`config.mk`:
```
export PLATFORM = sky130hd
export DESIGN_NAME = imm_gen_pipe
export DESIGN_NICKNAME = d
export VERILOG_FILES = /design/src/rtl/imm_gen_pipe.sv
export SDC_FILE = /design/constraint.sdc
export NUM_CORES = 1
export LEC_CHECK = 0
export BUFFER_PORTS_ARGS = -buffer_cell sky130_fd_sc_hd__buf_2
export CORE_MARGIN = 2
export CORE_UTILIZATION = 55
export CTS_CLUSTER_SIZE = 8
export DETAILED_ROUTE_END_ITERATION = 10
export PLACE_DENSITY = 0.91
export SETUP_SLACK_MARGIN = 0.05
export SYNTH_ARGS = -nofsm -noshare
export SYNTH_HDL_FRONTEND = slang
export SYNTH_SLANG_ARGS = --single-unit
export TNS_END_PERCENT = 100
```
`constraint.sdc`:
```
create_clock -name clk -period 2.2 [get_ports clk]
set_input_delay 0.22 -clock clk [delete_from_list [all_inputs] [get_ports clk]]
set_output_delay 0.22 -clock clk [all_outputs]
set_load 0.05 [all_outputs]
```
`src/rtl/imm_gen_pipe.sv`:
```
// Registered RV32I/RV64I immediate generator for the decode stage.
// Valid/ready pipeline slot with optional 2-entry skid buffer.
module imm_gen_pipe #(
  parameter int XLEN  = 32,
  parameter int TAG_W = 32,
  parameter int SKID  = 1
) (
  input  logic             clk,
  input  logic             rst,
  input  logic             flush,
  input  logic             in_valid,
  output logic             in_ready,
  input  logic [31:0]      in_instr,
  input  logic [2:0]       in_imm_src,
  input  logic [TAG_W-1:0] in_tag,
  output logic             out_valid,
  input  logic             out_ready,
  output logic [XLEN-1:0]  out_imm,
  output logic [TAG_W-1:0] out_tag,
  output logic             out_illegal
);

  typedef struct packed {
    logic [XLEN-1:0]  imm;
    logic [TAG_W-1:0] tag;
    logic             ill;
  } ent_t;

  logic        s;
  logic        is_i, is_s, is_b, is_u, is_j, is_z;
  logic [31:0] imm32;
  logic        ill;
  logic [XLEN-1:0] imm_x;
  ent_t        ent_in;

  logic        unused_opc;

  assign s    = in_instr[31];
  assign is_i = (in_imm_src == 3'b000);
  assign is_s = (in_imm_src == 3'b001);
  assign is_b = (in_imm_src == 3'b010);
  assign is_u = (in_imm_src == 3'b011);
  assign is_j = (in_imm_src == 3'b100);
  assign is_z = (in_imm_src == 3'b101);

  assign unused_opc = ^in_instr[6:0];

  always_comb begin
    imm32 = '0;
    ill   = 1'b0;
    unique case (1'b1)
      is_i: imm32 = {{20{s}}, in_instr[31:20]};
      is_s: imm32 = {{20{s}}, in_instr[31:25],
                     in_instr[11:7]};
      is_b: imm32 = {{20{s}}, in_instr[7],
                     in_instr[30:25],
                     in_instr[11:8], 1'b0};
      is_u: imm32 = {in_instr[31:12], 12'b0};
      is_j: imm32 = {{12{s}}, in_instr[19:12],
                     in_instr[20],
                     in_instr[30:21], 1'b0};
      is_z: imm32 = {27'b0, in_instr[19:15]};
      default: ill = 1'b1;
    endcase
  end

  // Every format is already sign-correct at bit 31, so one extension suffices.
  if (XLEN == 64) begin : g_x64
    assign imm_x = {{32{imm32[31]}}, imm32};
  end else begin : g_x32
    assign imm_x = imm32;
  end

  assign ent_in.imm = imm_x;
  assign ent_in.tag = in_tag;
  assign ent_in.ill = ill;

  logic in_xfer;
  logic out_xfer;
  ent_t main_q, main_d;
  logic main_v_q, main_v_d;

  assign in_xfer  = in_valid && in_ready;
  assign out_xfer = main_v_q && out_ready;

  if (SKID != 0) begin : g_skid
    ent_t skid_q, skid_d;
    logic skid_v_q, skid_v_d;

    always_comb begin
      main_d   = main_q;
      main_v_d = main_v_q;
      skid_d   = skid_q;
      skid_v_d = skid_v_q;
      if (flush) begin
        main_v_d = 1'b0;
        skid_v_d = 1'b0;
      end else if (!main_v_q) begin
        if (in_xfer) begin
          main_d   = ent_in;
          main_v_d = 1'b1;
        end
      end else if (out_xfer) begin
        if (skid_v_q) begin
          main_d   = skid_q;
          skid_v_d = 1'b0;
        end else if (in_xfer) begin
          main_d = ent_in;
        end else begin
          main_v_d = 1'b0;
        end
      end else if (in_xfer) begin
        skid_d   = ent_in;
        skid_v_d = 1'b1;
      end
    end

    always_ff @(posedge clk) begin
      if (rst) begin
        skid_q   <= '0;
        skid_v_q <= 1'b0;
      end else begin
        skid_q   <= skid_d;
        skid_v_q <= skid_v_d;
      end
    end

    // in_ready comes straight from a flop: no path from out_ready.
    assign in_ready = !skid_v_q;
  end else begin : g_single
    always_comb begin
      main_d   = main_q;
      main_v_d = main_v_q;
      if (flush) begin
        main_v_d = 1'b0;
      end else if (in_xfer) begin
        main_d   = ent_in;
        main_v_d = 1'b1;
      end else if (out_xfer) begin
        main_v_d = 1'b0;
      end
    end

    assign in_ready = !main_v_q || out_ready;
  end

  always_ff @(posedge clk) begin
    if (rst) begin
      main_q   <= '0;
      main_v_q <= 1'b0;
    end else begin
      main_q   <= main_d;
      main_v_q <= main_v_d;
    end
  end

  assign out_valid   = main_v_q;
  assign out_imm     = main_q.imm;
  assign out_tag     = main_q.tag;
  assign out_illegal = main_q.ill;

endmodule
```
# Word-level counts from Yosys, hierarchy flattened
# Cells that the tools add are included.
# classes
n_mux,12
n_reduce_logical,10
bitwise,2
n_eq_ne,6
# ops
op,n
$mux 65,4
$pmux 32 s6,1
$mux 1,7
$eq 3x2->1 const B,2
$eq 3x3->1 const B,2
$reduce_or 6->1,1
$reduce_and 2->1,2
$reduce_and 4->1,1
$eq 3x1->1 const B,1
$logic_not 3->1,1
$logic_and 1x1->1,2
$ne 2x2->1 const B,1
$not 1->1,2
$reduce_bool 2->1,1
$reduce_or 2->1,1
$logic_not 1->1,1
# word_totals
output_inout_bits,67
reg_bits,132

# Longest topological paths before layout
# logic_depth
word_depth,7
depth_mapped,8
depth_no_buf,4

# Least setup slack after synthesis
# No wires, ideal clock.
# synth_timing
path_kind,flip-flop to flip-flop
from,"register main_v_q, in the netlist out_valid"
to,register main_q (netlist bit out_imm[11])
slack_ns,0.264
path_stages_with_launch,7
t_arrival_ns,1.832
required_ns,2.096
path_buffers,2
cell_sequence,dfxtp_1 > buf_2 > mux2_2 > nor3b_4 > buf_4 > nor2_1 > a2111oi_2
# synth_via
elab_chain_len,3
# synth_lines
item,line_no,source
from (decl),81,"logic main_v_q, main_v_d;"
from (signal assigned),153,main_v_q <= main_v_d;
$logic_and 1x1->1,84,assign out_xfer = main_v_q && out_ready;
$ne 2x2->1 (no source line),--,
$reduce_and 2->1 (no source line),--,
to (signal assigned),152,main_q <= main_d;
to (decl),80,"ent_t main_q, main_d;"
# Several ways; a longest one is shown, not always the timed one.
# A chain may end at the register's enable or synchronous reset.

# Worst setup path in the final report
# layout_timing
from,register g_skid.skid_v_q
to,output in_ready
# layout_via
elab_chain_len,1
# layout_lines
item,line_no,source
from (decl),88,"logic skid_v_q, skid_v_d;"
from (signal assigned),124,skid_v_q <= skid_v_d;
$logic_not 1->1,129,assign in_ready = !skid_v_q;
to (decl),12,"output logic in_ready,"
# Every way passes these cells.

==> impl_metrics.csv <==
group,metric,value,unit
timing,max_freq,521.8,MHz
route,drc_errors,0,
route,vias_per_cell,5.990,
synthesis,postSynthCellCount,795,
run_status,status,"finished, final reports clean",
synthesis,ys_types,46,
timing,final_max_slew_viol_count,0,
finish,nets,956,
floorplan,dieArea,12370,um^2
floorplan,die_w,111.2,um
placed_design,gp_congestion,0.8170,
placed_design,portBuffers,131,
timing,fin_crit_sh,87.11,%
global_route,overflow,0,
clock_tree,cts-resized-gates,1,
pwr,ir_worst_vdd,0.0007189,V
critical_path,r2r_start,"g_skid.skid_v_q",
global_route,grt_antenna_before_repair,1,
route,drt_iter0_markers,546,
floorplan,row_count,39,
floorplan,num_io_pins,139,
route,vias,6236,
finish,drive_gt1_share,24.08,%
critical_path,required,1980,ps
synthesis,synth_edf_count,0,
route,wirelength,16.84,mm
timing,final_hold_viol_count,0,
clock_tree,clockRootBuffer,"clkbuf_16",
timing,skew,9.583,ps
timing,relSlewSlack,47.75,%
global_route,use_met1,34.02,%
floorplan,initial_core_util,55.84,%
worst_hold_path,hp-start,"in_tag[11]",
critical_path,crit_start,"g_skid.skid_v_q",
clock_tree,holdBufCountCts,0,
timing,setup_viol,0,
synthesis,synthArstFlopShare,0,%
critical_path,cp.arrival,1700,ps
clock_tree,cts_sinks,132,
synthesis,ys_warn_count,0,
synthesis,seq_area_frac_synth,41.81,%
finish,fin_cells,1041,
finish,syn2layout_area_growth,20.55,%
finish,fill_cells,955,
clock_tree,cts_buffers,17,
floorplan,die_h,111.2,um
placed_design,hpwl,10.61,mm
global_route,use_met2,44.19,%
placed_design,placedCellCount,1008,
synthesis,synthFlopType,"dfxtp_1",
clock_tree,cts_max_path_buffers,2,
critical_path,startpoint_type,"flip-flop",
synthesis,syn-num-nets,867,
floorplan,coreArea,11320,um^2
synthesis,syn_area,6321,um^2
timing,finalCriticalPeriod,1916,ps
clock_tree,htreeDepth,4,
global_route,grt_max_degree,65,
global_route,grt_pass1_wl,27.63,mm
critical_path,worstSetupPathType,"reg -> out",
timing,fin_tns_setup,0,ps
worst_hold_path,hold_class,"in -> reg",
route,post_drt_wl_per_cell,16.18,um
pwr,p_leak,2.897,nW
synthesis,ys_ff_latch,132,
pwr,power.density,868.1,nW/um^2
critical_path,cp-end-kind,"output port",
clock_tree,cts.clk_slew.worst_paths,60,ps
global_route,met3_usage,6.889,%
critical_path,path_max_fanout,64,
job,maxCapViolations,0,
route,drt_pre_antenna_iters,6,
synthesis,syn_area_per_cell,7.951,um^2
clock_tree,cts_tree,"yes",
timing,rsz0062_at_grt,"no",
route,ant_nets,0,
global_route,grtUsageTotal,27.01,%
clock_tree,clock_latency,420,ps
clock_tree,post-cts-setup-buffers,0,
timing,worst_slew_pin_slew,783.0,ps
global_route,grt.busiest_layer,"met2",
global_route,grt_pass1_vias,5654,
cell usage in the layout, fill, tap and decap left out, types with 6 or more instances in the layout:
cell       synthesis  layout
a211oi_2           6       6
nand2_1           87      87
nand3b_1          23      23
a21oi_1           60      60
dfxtp_1          132     130
buf_2             21     130
nand3_1            9       9
nor2_1           147     146
clkbuf_16          0      18
nand2b_1           7       6
a221oi_1          11      11
a2111oi_2         10      10
nor3_1            17      17
o211ai_1          14      14
a32oi_1           38      38
inv_1             39      39
a211oi_1          20      20
o22ai_1           34      34
buf_4              3      23
a22oi_1           18      18
metrics by stage:
step	total power [mW]	setup slack (ps)	cell area, um^2	hold WS, ps	utilization (%)
2_1_floorplan	3.280	264.3	6321	336.3	-
3_3_place_gp	3.524	184.6	6959	440.9	61.47
3_5_place_dp	3.543	33.47	6959	446.3	61.47
4_1_cts	6.639	280.2	7617	39.05	67.29
5_1_grt	6.815	172.9	7617	51.43	67.29
6_report	6.615	283.6	7620	55.15	67.31
routing by layer:
layer / wire, um / up-vias
li1: - / 3001
met1: 7271 / 2977
met2: 8169 / 225
met3: 1052 / 33
met4: 345 / 0
met5: 0 / -
logic make-up (layout without fill, tap and decap cells):
family / Yosys count / count (layout) / synth area share, %
simple gates: 311 / 311 / 22.25
fa+ha+maj: 1 / 1 / 0.1584
buf+inv: 123 / 225 / 8.630
other cells: 0 / 1 / 0
mux: 6 / 6 / 0.9897
compound gates: 222 / 222 / 26.17
flops: 132 / 132 / 41.81
where the power goes:
group          internal, mW  total, mW  switching [mW]  leakage, nW
registers              2.48       2.54          0.0537         1.08
logic                 0.283      0.970           0.687         1.50
clock network          2.08       3.11            1.03        0.321
total                  4.85       6.61            1.77         2.90
worst paths after layout:
kind	cells past startpoint	slack [ps]	endpoint
hold / removal	3	60	g_skid.skid_q[12]
setup reg to reg	6	360	g_skid.skid_q[0]
setup / recovery	3	280	in_ready
hold reg to reg	2	450	g_skid.skid_q[20]
layout make-up:
| type | instances | area, um^2 | area share (%) |
|---|---|---|---|
| Clock inverter | 8 | 142.6 | 1.872 |
| Sequential cell | 132 | 2648 | 34.75 |
| Tap cell | 143 | 178.9 | 2.348 |
| Timing Repair Buffer | 154 | 843.3 | 11.07 |
| Clock buffer | 24 | 513.0 | 6.732 |
| Multi-Input combinational cell | 540 | 3146 | 41.28 |
| Inverter | 39 | 146.4 | 1.921 |
| Antenna cell | 1 | 2.502 | 0.03284 |
flip-flops by register name, indices dropped and copies added (netlist names):
| signal | cells |
|---|---|
| g_skid.skid_q | 65 |
| out_imm | 32 |
| out_tag | 32 |
| g_skid.skid_v_q | 1 |
| out_illegal | 1 |
| out_valid | 1 |
critical path, stage by stage (launching register included):
cell	delay [ps]
dfxtp_4	370
buf_4	520
inv_1	130
buf_2	260
cell usage after synthesis, types with 3 or more instances:
| cell | n | area share, % |
|---|---|---|
| a2111oi_0 | 3 | 0.42 |
| nand3b_1 | 23 | 2.7 |
| nor2_1 | 147 | 8.7 |
| nand2b_1 | 7 | 0.69 |
| a22oi_1 | 18 | 2.1 |
| buf_6 | 6 | 1.1 |
| a32oi_1 | 38 | 5.3 |
| clkbuf_1 | 51 | 3.0 |
| o211ai_1 | 14 | 1.7 |
| a211oi_2 | 6 | 1.2 |
| a221oi_1 | 11 | 1.5 |
| dfxtp_1 | 132 | 42 |
| mux2i_1 | 4 | 0.63 |
| a22o_1 | 4 | 0.55 |
| o22ai_1 | 34 | 3.4 |
| inv_1 | 39 | 2.3 |
| nand3_1 | 9 | 0.71 |
| a211oi_1 | 20 | 2.4 |
| a2111oi_2 | 10 | 2.4 |
| buf_4 | 3 | 0.36 |
| buf_2 | 21 | 1.7 |
| nand2_1 | 87 | 5.2 |
| a21oi_1 | 60 | 4.8 |
| nor3_1 | 17 | 1.3 |
Note: power is estimated with default switching activity, not from simulation.
